## config.mk

```make
export PLATFORM = sky130hd
export DESIGN_NAME = mem_bus_arbiter
export DESIGN_NICKNAME = d
export VERILOG_FILES = /design/src/rtl/mem_bus_pkg.sv /design/src/rtl/mem_bus_arbiter_rr.sv /design/src/rtl/mem_bus_arbiter.sv
export SDC_FILE = /design/constraint.sdc
export NUM_CORES = 1
export LEC_CHECK = 0
export CAP_MARGIN = 10
export CORE_MARGIN = 2
export CORE_UTILIZATION = 36
export CTS_BUF_LIST = sky130_fd_sc_hd__clkbuf_8
export CTS_CLUSTER_DIAMETER = 50
export DETAILED_ROUTE_END_ITERATION = 8
export GPL_ROUTABILITY_DRIVEN = 0
export PLACE_DENSITY = 0.9
export SLEW_MARGIN = 30
export SYNTH_ARGS = -nofsm -noshare
export SYNTH_HDL_FRONTEND = slang
export SYNTH_HIERARCHICAL = 1
export SYNTH_SLANG_ARGS = --single-unit
```

## constraint.sdc

```tcl
create_clock -name clk -period 1.75 [get_ports clk]
set_clock_uncertainty 0.1 [all_clocks]
set_input_delay 0.175 -clock clk [delete_from_list [all_inputs] [get_ports clk]]
set_output_delay 0.175 -clock clk [all_outputs]
set_load 0.01 [all_outputs]
```

## src/rtl/mem_bus_pkg.sv

```systemverilog
// rtl/mem_bus_pkg.sv - shared states, master ids and defaults for the memory bus arbiter
package mem_bus_pkg;

    // Transfer sequencing states
    typedef enum logic [1:0] {
        ST_IDLE   = 2'd0,
        ST_ACCESS = 2'd1,
        ST_RESP   = 2'd2
    } state_t;

    // Master identifiers: M0 is the CPU core, M1 the loader/debug DMA
    localparam logic M0 = 1'b0;
    localparam logic M1 = 1'b1;

    // Wait-state budget before an access is abandoned with an error
    localparam int DEFAULT_TIMEOUT = 15;

    // The master that did not win the last grant
    function automatic logic other_master(input logic id);
        return ~id;
    endfunction

endpackage

```

## src/rtl/mem_bus_arbiter_rr.sv

```systemverilog
// rtl/mem_bus_arbiter_rr.sv - combinational two-way round-robin grant
module rr_arbiter2
    import mem_bus_pkg::*;
(
    input  logic [1:0] req,
    input  logic       ptr,
    input  logic       mask_valid,
    input  logic       mask_id,
    output logic       gnt_valid,
    output logic       gnt_id
);

    logic [1:0] eligible;

    // Drop the just-served master, then let the pointer break a tie
    always_comb begin
        eligible = req;
        if (mask_valid) begin
            eligible[mask_id] = 1'b0;
        end
        gnt_valid = |eligible;
        gnt_id    = M0;
        if (eligible == 2'b11) begin
            gnt_id = ptr;
        end else if (eligible[1]) begin
            gnt_id = M1;
        end
    end

endmodule

```

## src/rtl/mem_bus_arbiter.sv

```systemverilog
// rtl/mem_bus_arbiter.sv - two-master arbiter for the single memory port
module mem_bus_arbiter
    import mem_bus_pkg::*;
#(
    parameter int ADDR_W  = 32,
    parameter int DATA_W  = 32,
    parameter int TIMEOUT = DEFAULT_TIMEOUT
) (
    input  logic              clk,
    input  logic              rst,

    input  logic              m0_req,
    input  logic              m0_we,
    input  logic [ADDR_W-1:0] m0_addr,
    input  logic [DATA_W-1:0] m0_wdata,
    output logic [DATA_W-1:0] m0_rdata,
    output logic              m0_ack,
    output logic              m0_err,

    input  logic              m1_req,
    input  logic              m1_we,
    input  logic [ADDR_W-1:0] m1_addr,
    input  logic [DATA_W-1:0] m1_wdata,
    output logic [DATA_W-1:0] m1_rdata,
    output logic              m1_ack,
    output logic              m1_err,

    output logic [ADDR_W-1:0] mem_addr,
    output logic [DATA_W-1:0] mem_wdata,
    output logic              mem_rd,
    output logic              mem_wr,
    input  logic [DATA_W-1:0] mem_rdata,
    input  logic              mem_ready,
    input  logic              mem_err
);

    // Last ACCESS cycle count before the wait-state budget is exhausted
    localparam logic [7:0] CNT_LAST = 8'(TIMEOUT - 1);

    state_t            state_q;
    state_t            state_d;

    logic              ptr_q;
    logic              mask_valid_q;
    logic              mask_id_q;
    logic              gnt_q;
    logic              we_q;
    logic [7:0]        cnt_q;
    logic [DATA_W-1:0] rdata_q;
    logic              err_q;

    logic              gnt_valid;
    logic              gnt_id;
    logic              cnt_last;
    logic              resp0;
    logic              resp1;

    rr_arbiter2 u_rr (
        .req        ({m1_req, m0_req}),
        .ptr        (ptr_q),
        .mask_valid (mask_valid_q),
        .mask_id    (mask_id_q),
        .gnt_valid  (gnt_valid),
        .gnt_id     (gnt_id)
    );

    assign cnt_last = (cnt_q == CNT_LAST);

    // State register; reset abandons any transfer in flight
    always_ff @(posedge clk or negedge rst) begin
        if (!rst) begin
            state_q <= ST_IDLE;
        end else begin
            state_q <= state_d;
        end
    end

    // Next state plus strobe/response decode, all from registered state
    always_comb begin
        state_d  = state_q;
        mem_rd   = 1'b0;
        mem_wr   = 1'b0;
        resp0    = 1'b0;
        resp1    = 1'b0;
        m0_ack   = 1'b0;
        m1_ack   = 1'b0;
        m0_err   = 1'b0;
        m1_err   = 1'b0;
        m0_rdata = '0;
        m1_rdata = '0;
        case (state_q)
            ST_IDLE: begin
                if (gnt_valid) begin
                    state_d = ST_ACCESS;
                end
            end
            ST_ACCESS: begin
                mem_rd = !we_q;
                mem_wr = we_q;
                if (mem_ready || cnt_last) begin
                    state_d = ST_RESP;
                end
            end
            ST_RESP: begin
                resp0   = (gnt_q == M0);
                resp1   = (gnt_q == M1);
                state_d = ST_IDLE;
            end
            default: begin
                state_d = ST_IDLE;
            end
        endcase
        m0_ack = resp0;
        m1_ack = resp1;
        m0_err = resp0 && err_q;
        m1_err = resp1 && err_q;
        if (resp0) begin
            m0_rdata = rdata_q;
        end
        if (resp1) begin
            m1_rdata = rdata_q;
        end
    end

    // Grant latching, wait-state counting, response capture and fairness bookkeeping
    always_ff @(posedge clk or negedge rst) begin
        if (!rst) begin
            ptr_q        <= M0;
            mask_valid_q <= 1'b0;
            mask_id_q    <= M0;
            gnt_q        <= M0;
            we_q         <= 1'b0;
            cnt_q        <= '0;
            rdata_q      <= '0;
            err_q        <= 1'b0;
            mem_addr     <= '0;
            mem_wdata    <= '0;
        end else begin
            case (state_q)
                ST_IDLE: begin
                    // The served mask only guards the first IDLE cycle after a response
                    mask_valid_q <= 1'b0;
                    if (gnt_valid) begin
                        gnt_q     <= gnt_id;
                        we_q      <= (gnt_id == M1) ? m1_we    : m0_we;
                        mem_addr  <= (gnt_id == M1) ? m1_addr  : m0_addr;
                        mem_wdata <= (gnt_id == M1) ? m1_wdata : m0_wdata;
                        cnt_q     <= '0;
                    end
                end
                ST_ACCESS: begin
                    if (mem_ready) begin
                        // A ready on the final budget cycle still completes cleanly
                        rdata_q <= we_q ? '0 : mem_rdata;
                        err_q   <= mem_err;
                    end else if (cnt_last) begin
                        rdata_q <= '0;
                        err_q   <= 1'b1;
                    end else begin
                        cnt_q <= cnt_q + 8'd1;
                    end
                end
                ST_RESP: begin
                    ptr_q        <= other_master(gnt_q);
                    mask_valid_q <= 1'b1;
                    mask_id_q    <= gnt_q;
                end
                default: begin
                    mask_valid_q <= 1'b0;
                end
            endcase
        end
    end

endmodule

```

# Yosys cells after proc, flatten, opt, wreduce, memory -nomap -nowiden
# Index checks and enable logic that the tools add are counted.
[classes]
n_eq_ne = 8
bitwise = 3
muxes = 27
magnitude_cmp = 2
addsub = 1
n_reduce_logical = 13
[ops]
columns = ["operator", "count"]
rows = [
  ["two-way mux 32 bit", 7],
  ["two-way mux 8 bit", 3],
  ["case mux 8 bit (2 select lines)", 1],
  ["two-way mux 1 bit", 10],
  ["adder 8 x 1 -> 8 bit (second input constant)", 1],
  ["== test 8 x 4 -> 1 bit (second input constant)", 1],
  ["inequality test 2 bit (second input constant)", 4],
  ["two-way mux 2 bit", 3],
  ["AND reduction 2 bit", 3],
  ["== test 2 bit (second input constant)", 2],
  ["case mux 2 bit (2 select lines)", 1],
  ["AND reduction 4 bit", 1],
  ["nonzero test 2 bit", 2],
  ["logical AND 1 bit", 3],
  ["bitwise AND 2 bit", 1],
  ["== test 2 x 1 -> 1 bit (second input constant)", 1],
  ["logical NOT 2 bit", 1],
  ["< comparator 1 x 2 -> 1 bit (second input constant)", 1],
  ["inverter 2 bit", 1],
  ["case mux 1 bit (2 select lines)", 1],
  ["OR reduction 2 bit", 1],
  ["demux 1 bit (select 1 bit)", 1],
  [">= comparator 1 bit (second input constant)", 1],
  ["logical NOT 1 bit", 1],
  ["other kinds (2)", 2],
]
[totals]
output_inout_bits = 134
reg_bits = 112
word_cells = 65

# Depth between registers and ports, before layout
[depth]
depth_word = 10
mapped_depth = 8

# Hierarchy
# The synthesis kept the hierarchy.
[by_module_without_submodules]
columns = ["mod", "n_inst", "seq_area_each_um2", "cells_each", "area_each_um2"]
rows = [
  ["mem_bus_arbiter", 1, 2802.7, 502, 5290.1],
  ["rr_arbiter2", 1, 0.0, 5, 38.8],
]

# Worst setup path before layout
# Ideal clock, no wire load.
[synth_path]
kind = "register -> register"
startpoint = "register cnt_q[0]"
endpoint = "register cnt_q[1]"
arrival_ns = 1.651
stages_incl_launch_ff = 8
path_buffers = 1
path_slack_ns = -0.126
path_cell_list = "dfrtp_1 -> inv_1 -> ha_1 -> nor3b_2 -> a211oi_4 -> or2_1 -> buf_6 -> mux2_4"
[synth_between]
elab_chain_len = 4
[synth_rtl]
columns = ["element", "line_no", "text"]
rows = [
  ["start: declaration", "mem_bus_arbiter.sv:48", "logic [7:0] cnt_q;"],
  ["start signal: assignment", "mem_bus_arbiter.sv:160", "cnt_q <= cnt_q + 8'd1;"],
  ["adder 8 x 1 -> 8 bit", "mem_bus_arbiter.sv:160", ""],
  ["two-way mux 8 bit", "mem_bus_arbiter.sv:156", "end else if (cnt_last) begin"],
  ["two-way mux 8 bit", "mem_bus_arbiter.sv:152", "if (mem_ready) begin"],
  ["case mux 8 bit (2 select lines)", "mem_bus_arbiter.sv:139", "case (state_q)"],
]
# Several ways; a longest one is shown, not always the timed one. The select of a mux whose other input is x is not followed.
# A chain may end at the register's enable or synchronous reset.

# Worst setup path after layout
[layout_path]
startpoint = "register state_q[0]"
endpoint = "output m0_rdata[27]"
[layout_between]
elab_chain_len = 3
[layout_rtl]
columns = ["element", "line_no", "text"]
rows = [
  ["start: declaration", "mem_bus_arbiter.sv:40", "state_t state_q;"],
  ["start signal: assignment", "mem_bus_arbiter.sv:74", "state_q <= state_d;"],
  ["== test 2 bit", "mem_bus_arbiter.sv:91", "case (state_q)"],
  ["two-way mux 1 bit", "mem_bus_arbiter.sv:91", ""],
  ["two-way mux 32 bit", "mem_bus_arbiter.sv:117", "if (resp0) begin"],
  ["end: declaration", "mem_bus_arbiter.sv:16", "output logic [DATA_W-1:0] m0_rdata,"],
]
# No other way between the ends.

==> metrics <==
Final Cycle Share 108%; final-stage net count 1038; clk_lat worst skew 0.37 ns; Logic pwr share 57.4%; Cell Count, Final, Fillers Out 1056; GRT Overall Usage 24.0%; Leak Pwr 4.52 nW; Critical Path AT 1.62 ns; Clock transition at path regs 0.10 ns; setup ws final -0.147 ns; vias in the first global route 5459; Slew HR 74.9%; Setup CP Type register to output port; r2r setup slk -0.13 ns; initial antenna violation count 0; HPWL after DPL 12.3 mm; CTS root buf clkbuf_8; Final Power 14.2 mW; total inserted antenna cells 0; Mapped Nets 677; Hold Fails Final Rpt 0; post-synthesis sequential area ratio 52.6%; share of cells above drive strength 1 30.3%; via density per instance 5.07; hold crit path type primary input to async pin; detailed-route DRC error count 0; commonest non-fill, non-tap cell in the layout clkdlybuf4s50_1; Die ar. 15800 um2; largest net degree at the start of global routing 71; RSZ-0062 raised after global routing true; Initial Util 36.8%; Worst Path Buf+Inv 3; area delta synth->final 92.2%; maximum VDD drop 792 uV; Slowest-stage cell, CP dfrtp_1; clock buffer depth 2; core area 14500 um2; area of the multi-input gates 2690 um2; placed cells 992; clk sinks 112; number of synthesis warnings 6; switching share of power 36.1%; # port buffers 301; Clk pwr share 10.9%; Setup crit start kind register; dominant synthesized flop cell dfrtp_1; # Max-Cap Violations 0; TritonCTS clock tree built; crit-path leading delay family buffers and inverters; fin crit period 1.90 ns; cell chain of the critical path nand2b_4, nor2_4, buf_6, clkbuf_16, and2_1, buf_2; synthesized area per cell 10.5 um2; first-pass GRT wire length 29.7 mm; CP max stage delay 0.39 ns; CP required 1.47 ns; mapped cell area 5330 um2; Int Power 9.06 mW; number of synthesized flops with an enable pin 0; most frequent cells in the layout clkdlybuf4s50_1 (230), dfrtp_1 (112), buf_6 (68); synth unique cells 32; CP Max Fanout 5; worst slew pin tran 0.376 ns; die height 126 um; antenna viol nets, final 0; status finished with violations; final setup vio count 166; Cells after Synth 507; Synth async-reset ratio 100%; FF+latch area 2800 um2; PwrDens 1380 nW/um2; CP Capture Type output port; WL/cell 19.2 um; initial DRC count 259; Ports 302; # rows 44; die width 126 um; sw power 5.13 mW; Synth Register Bits 112; grt ovf 0; routed vias 5359; sequential share of power 31.7%; fmax 527 MHz; total wire length 20.3 mm; failing checks setup timing; fillers 992; first-pass iteration count of the detailed router 4; total CTS buffers 9; pre-CTS WS -0.288 ns; Slew Limit Fails 0; H-tree Lvls 3
-- registers in the layout, summed over array words and instances (netlist names) --
| signal | count |
|---|---|
| mem_addr | 32 |
| cnt_q | 8 |
| gnt_q | 1 |
| state_q | 2 |
| mask_valid_q | 1 |
| we_q | 1 |
| mask_id_q | 1 |
| rdata_q | 32 |
| ptr_q | 1 |
| mem_wdata | 32 |
| err_q | 1 |
-- synthesized netlist by cell type (all sizes together) (2+ instances only) --
master	count	area (um2)
a21o	3	22.5
nand3	3	15.0
a31oi	3	18.8
a21boi	2	22.5
dfrtp	112	2800
clkbuf	16	60.1
a21oi	71	355
nand2b	3	18.8
inv	4	15.0
and2	67	419
nor3b	2	20.0
nor2	74	278
nand2	7	26.3
buf	22	141
nand4	2	12.5
mux2i	65	651
ha	2	25.0
a22o	32	280
o21ai	6	30.0
-- worst paths after layout --
| check | cells after the start | end | from |
|---|---|---|---|
| max in group asynchronous | 3 | mem_wdata[16] | rst |
| setup / recovery | 6 | m0_rdata[27] | state_q[0] |
| hold / removal | 3 | cnt_q[4] | rst |
| hold reg to reg | 1 | ptr_q | ptr_q |
| min in group clk | 2 | rdata_q[27] | mem_rdata[27] |
| setup reg to reg | 9 | mem_addr[0] | mask_id_q |
-- timing repair --
item | in CTS | in global routing
gates cloned | 15 | 5
hold buffers | 1 | 0
endpoints found under the hold margin | 112 | 0
pin swaps | 44 | 22
buffers inserted | 26 | 8
endpoints found under the setup margin | 113 | 168
resized for setup | 383 | 114
-- through the flow --
stage	setup TNS [ns]	area [um2]	utilization (%)	hold WS [ns]
CTS	-11.99	9630	66.5	0.244
floorplan	-0.124	5360	-	-0.221
global placement	-18.25	8790	60.7	0.0811
global route	-25.81	10200	70.7	0.256
finish	-12.01	10200	70.7	0.251
detailed placement	-24.03	8790	60.7	0.0857
-- layer usage --
layer	up-vias	routed length, um	global-route usage [%]
li1	2470	-	-
met1	2603	7380	28.1
met2	254	10900	43.2
met3	32	1470	5.48
met4	0	501	8.17
met5	-	0	0
-- power by group through the flow --
stage                     Combinational (mW)  Clock (mW)  Sequential [mW]
after detailed placement                6.13           0             4.45
after CTS                               7.62        1.58             4.42
after global placement                  5.97           0             4.39
after global routing                    8.69        1.69             4.62
final                                   8.14        1.54             4.50
after floorplan                         2.68           0             4.66
-- worst min-delay path: cells and delay by family --
kind	cells	cell delay (ns)
buf+inv	3	0.93
-- final cells by class --
class	instances	area share (%)
clock buffers	10	1.34
clock inverters	5	0.489
inverters	4	0.147
multi-input cells	353	26.3
flip-flops and latches	112	27.4
well taps	184	2.25
repair buffers	388	42.1
-- cell families after synthesis --
family,share of synthesized area [%]
fa+ha+maj,0.470
mux,12.5
flops,52.6
simple gates,15.5
compound gates,14.8
buf+inv,4.06
No activity file was read; power rests on OpenSTA's default activity.
==> variant 1: new RTL, same flow settings <==
Register the output `m1_err`, cleared by the reset; this adds one clock of latency there. The other outputs are not delayed to match.
--- a/src/rtl/mem_bus_arbiter.sv
+++ b/src/rtl/mem_bus_arbiter.sv
@@ -37,4 +37,6 @@
     // Last ACCESS cycle count before the wait-state budget is exhausted
     localparam logic [7:0] CNT_LAST = 8'(TIMEOUT - 1);
+
+    logic m1_err_d;
 
     state_t            state_q;
@@ -86,5 +88,5 @@
         m1_ack   = 1'b0;
         m0_err   = 1'b0;
-        m1_err   = 1'b0;
+        m1_err_d = 1'b0;
         m0_rdata = '0;
         m1_rdata = '0;
@@ -114,5 +116,5 @@
         m1_ack = resp1;
         m0_err = resp0 && err_q;
-        m1_err = resp1 && err_q;
+        m1_err_d = resp1 && err_q;
         if (resp0) begin
             m0_rdata = rdata_q;
@@ -173,4 +175,12 @@
     end
 
+    always_ff @(posedge clk or negedge rst) begin
+        if (!rst) begin
+            m1_err <= '0;
+        end else begin
+            m1_err <= m1_err_d;
+        end
+    end
+
 endmodule
 
Function: changed (a bounded check fails within 4 cycles, from zero or initial values and one cycle with rst low).
==> variant 1 against the original RTL <==
- the flow still finishes with violations (negative setup slack)
- design area rose by 9.2%
- total power up 20%
- via count up 6.4%
- global-route usage increased by 2.8 points
- hold slack worse by 0.029 ns
- register-to-register slack worse by 0.08 ns
- critical path type unchanged
- largest power group unchanged
- synthesized area is 0.47% higher
- sequential cell count is 1 higher
- sequential power rose by 4%
- first-iteration DRC count unchanged
- routed wire length up 14%
- setup slack worse by 0.090 ns
==> variant 1: results (changes against the original RTL) <==
- Outcome: finished, violations left
- Violated checks: negative setup slack
- Maximum VDD drop: 0.0007920 V (about the same)
- M1 WL: 8262 µm (+12%)
- Worst skew pair latency: 0.43 ns (+0.06 ns)
- Seq pwr: 4.66 mW (+4%)
- Post-DP Area: 8945 µm² (+1.8%)
- Routing usage on met1: 30.06% (+2.0 points)
- Fin worst setup slack: -0.2362 ns (-0.08960 ns)
- Port bufs: 301 (unchanged)
- Switching portion of total power: 36.60% (+0.45 points)
- NumNets Final: 1,069 (+3.0%)
- H-tree level count: 4 (+1)
- CP endpoint: m0_rdata[1]
- Leakage: 4.821 nW (+6.7%)
- Post-Syn Area per Cell: 10.54 µm² (+0.27%)
- DR WL met2: 12,590 µm (+15%)
- CTS root buffer: clkbuf_8
- Largest net degree at the start of global routing: 58 (-18%)
- Maximum fanout along the worst path: 9 (+4)
- Worst reg2reg path depth: 8 (-1)
- Dpl ws: -0.4020 ns (-0.1136 ns)
- Fin cells: 1,092 (+3.4%)
- Sw power: 6.221 mW (+21%)
- Relative slew slack: 74.48% (-0.46 points)
- DRT iter0 DRCs: 259 (unchanged)
- # setup viols final: 170 (+2.4%)
- DR WL/cell: 21.27 µm (+11%)
- Clk power: 2.40 mW (+56%)
- Reg2reg setup slack: -0.21 ns (-0.08 ns)
- Clock slew at reported path FFs: 0.06 ns (-0.04 ns)
- R2R Path Start: mask_valid_q
- Num CTS Buffers: 17 (+8)
- Placed Cells: 1,000 (+0.81%)
- Resize count post-CTS: 426 (+11%)
- Tot GR Track Use: 26.77% (+2.8 points)
- Hold WC Path Type: input pin to async pin
- Global Route met3 Usage: 5.565% (+0.085 points)
- ANT cells: 0 (unchanged)
- DR WL met3: 1582 µm (+7.9%)
- Synth cell count leaders: 113 x dfrtp_1, 74 x nor2_1, 71 x a21oi_1
- Register area share after synthesis: 52.82% (+0.22 points)
- Final hold slack: 0.2228 ns (-0.02853 ns)
- Vias in the first global route: 5,943 (+8.9%)
- Share of layout cells above drive strength 1: 39.87% (+9.6 points)
- Met2 usage: 48.48% (+5.2 points)
- Setup TNS: -18.34 ns (-6.329 ns)
- CTS Buffer Depth: 2 (unchanged)
- Synth Flop Type: dfrtp_1
- First-pass GRT wire length: 32,620 µm (+9.9%)
- R2r endpoint: mem_addr[29]
- Via count: 5,702 (+6.4%)
- DP Wirelength: 12,930 µm (+5.4%)
- Post-CTS Setup Repair Bufs: 32 (+23%)
- Hold-fix buffers, CTS: 1 (unchanged)
- Post-Syn Nets: 678 (+0.15%)
- Pre-Repair DR Iteration Count: 4 (unchanged)
- WP data arrival: 1.71 ns (+0.09 ns)
- Largest cells by area after synthesis: dfrtp_1 53%, mux2i_1 12%, and2_1 7.8%, a21oi_1 6.6%, a22o_1 5.2%
variant 1: worst max-delay path, cell delays in order, from the launching register on:
cell	delay, ns
dfrtp_1	0.38
nand2b_4	0.17
nor2_4	0.18
buf_6	0.16
buf_16	0.13
and2_1	0.14
buf_2	0.13
variant 1: cells by family (layout without fill, tap and decap cells):
| group | count (synthesis) | after routing | share of synthesized area (%) |
|---|---|---|---|
| AOI/OAI and AO/OA | 123 | 123 | 14.77 |
| muxes | 66 | 66 | 12.43 |
| and+or+nand+nor | 162 | 162 | 15.47 |
| DFF | 113 | 113 | 52.82 |
| buffers and inverters | 42 | 442 | 4.043 |
| adders and majority gates | 2 | 2 | 0.4673 |
variant 1: layout make-up:
cell class	instances	area, µm²
flip-flops and latches	113	2829
inverters	4	15.01
well taps	184	230.2
fillers	844	3349
multi-input cells	353	3080
clock buffers	21	289.0
clock inverters	7	86.33
repair buffers	410	4654
==> variant 2: new RTL, same flow settings <==
Made on the original files. `DATA_W`: 32 -> 16.
--- a/src/rtl/mem_bus_arbiter.sv
+++ b/src/rtl/mem_bus_arbiter.sv
@@ -4,5 +4,5 @@
 #(
     parameter int ADDR_W  = 32,
-    parameter int DATA_W  = 32,
+    parameter int DATA_W  = 16,
     parameter int TIMEOUT = DEFAULT_TIMEOUT
 ) (
Interface: changed (6 resized); port bits go from 302 to 206. The function was not compared with the original's and may differ.
==> variant 2 against the original RTL <==
- the run still ends with negative setup slack left
- sequential cell count is 32 lower
- setup slack better by 0.074 ns
- design area is 33% lower
- hold slack worse by 0.056 ns
- synthesized cell count is 28% lower
- total power is 31% lower
- routed wire length is 40% lower
- synthesized area is 29% lower
- largest cell class unchanged
- largest power group unchanged
==> variant 2: results (changes against the original RTL) <==
- First-pass GRT wire length: 18,200 µm (-39%)
- Maximum fanout along the worst path: 4 (-1)
- Vias per std cell: 4.921 (-3.0%)
- Crit path launch: state_q[0]
- Leakage: 3.012 nW (-33%)
- R2r endpoint: cnt_q[1]
- Register area share after synthesis: 52.68% (+0.089 points)
- # setup viols final: 18 (-89%)
- Synth cell count leaders: 80 x dfrtp_1, 59 x nor2_1, 54 x a21oi_1
- Hold-fix buffers, CTS: 1 (unchanged)
- DRT iter0 DRCs: 109 (-58%)
- Fill cells: 743 (-25%)
- CTS Buffer Depth: 2 (unchanged)
- Resize count post-CTS: 173 (-55%)
- Pre-Repair DR Iteration Count: 4 (unchanged)
- Final hold slack: 0.1957 ns (-0.05559 ns)
- Worst reg2reg path depth: 5 (-4)
- Slew @ Worst Pin: 0.3713 ns (-0.004665 ns)
- Dpl ws: -0.2366 ns (+0.05188 ns)
- CP top delay family: simple AND/OR/NAND/NOR gates
- Largest net degree at the start of global routing: 45 (-37%)
- Worst skew pair latency: 0.34 ns (-0.03 ns)
- Fin worst setup slack: -0.07260 ns (+0.07402 ns)
- Hold WC Path Type: input pin to async pin
- Clock slew at reported path FFs: 0.08 ns (-0.02 ns)
- MaxCap Viol Count: 0 (unchanged)
- NumNets Final: 727 (-30%)
- Reg2reg setup slack: -0.02 ns (+0.11 ns)
- Maximum VDD drop: 0.0008104 V (+2.3%)
- Share of layout cells above drive strength 1: 25.08% (-5.2 points)
- ANT cells: 0 (unchanged)
- Outcome: finished, violations left
- H-tree level count: 3 (unchanged)
- Synth unique cells: 32 (unchanged)
- Max stage delay on crit path: 0.39 ns (about the same)
- Synth Flop Type: dfrtp_1
- WP data arrival: 1.55 ns (-0.07 ns)
- Post-CTS Setup Repair Bufs: 14 (-46%)
- Post-Syn Nets: 488 (-28%)
- CP endpoint: m0_rdata[0]
- Crit-path slowest cell: dfrtp_1
- Largest cells by area after synthesis: dfrtp_1 53%, mux2i_1 13%, a21oi_1 7.1%, nor2_1 5.8%, and2_1 5.8%
- Num CTS Buffers: 9 (unchanged)
- Largest regs: mem_addr (32), mem_wdata (16), rdata_q (16)
- Post-DP Area: 6196 µm² (-30%)
- Port bufs: 205 (-32%)
- Violated checks: negative setup slack
- Fraction of registers with async set or reset after synthesis: 100.0% (unchanged)
- Tot GR Track Use: 20.36% (-3.6 points)
- CTS root buffer: clkbuf_8
- Initial antenna violation count: 0 (unchanged)
- Vias in the first global route: 3,779 (-31%)
- Total wire length: 12,240 µm (-40%)
- Antenna viol nets, final: 0 (unchanged)
- DP Wirelength: 8461 µm (-31%)
- R2R Path Start: cnt_q[1]
- Synth Warn #: 6 (unchanged)
[variant 2: cell types whose count changed in the layout (fill, tap and decap cells not counted), moves of 10 or more]
| cell | before | now |
|---|---|---|
| clkdlybuf4s50_1 | 230 | 166 |
| nor2_1 | 67 | 57 |
| dfrtp_1 | 112 | 79 |
| buf_8 | 11 | 0 |
| and2_4 | 49 | 32 |
| a22o_1 | 32 | 16 |
| and2_1 | 18 | 3 |
| buf_6 | 68 | 49 |
| buf_16 | 12 | 0 |
| buf_2 | 20 | 2 |
| a21oi_1 | 65 | 52 |
[variant 2: per-stage QoR]
step,cells,setup TNS (ns)
2_1_floorplan,366,-0.1255
3_3_place_gp,709,-9.752
3_5_place_dp,709,-12.14
4_1_cts,746,-1.632
5_1_grt,746,-5.049
6_report,746,-0.8430
[variant 2: power by group]
part           switching, mW  leakage [nW]  internal [mW]  total (mW)
clock                  0.651         0.128          0.982        1.63
sequential             0.547         0.946           2.66        3.21
combinational           2.23          1.94           2.65        4.88
[variant 2: layout make-up]
cell class	instances	area [µm²]	share of cell area (%)
Timing Repair Buffer	252	2572	37.43
Sequential cell	80	2003	29.15
Multi-Input combinational cell	257	1863	27.11
Tap cell	136	170.2	2.476
Clock buffer	10	137.6	2.003
Clock inverter	6	107.6	1.566
Inverter	5	18.77	0.2731
[variant 2: routing by layer]
layer | global-route usage (%) | vias to the layer above | routed length, µm
met4 | 7.143 | 0 | 216
met2 | 38.72 | 156 | 6739
met1 | 21.54 | 1751 | 4408
met5 | 0 | - | 0
met3 | 5.289 | 18 | 870
li1 | - | 1746 | -
[variant 2: cell families after synthesis]
logic type | count (synthesis) | synth area share, %
flops | 80 | 52.68
simple gates | 116 | 14.98
fa+ha+maj | 2 | 0.6584
mux | 50 | 13.30
buf+inv | 29 | 3.523
compound gates | 89 | 14.85
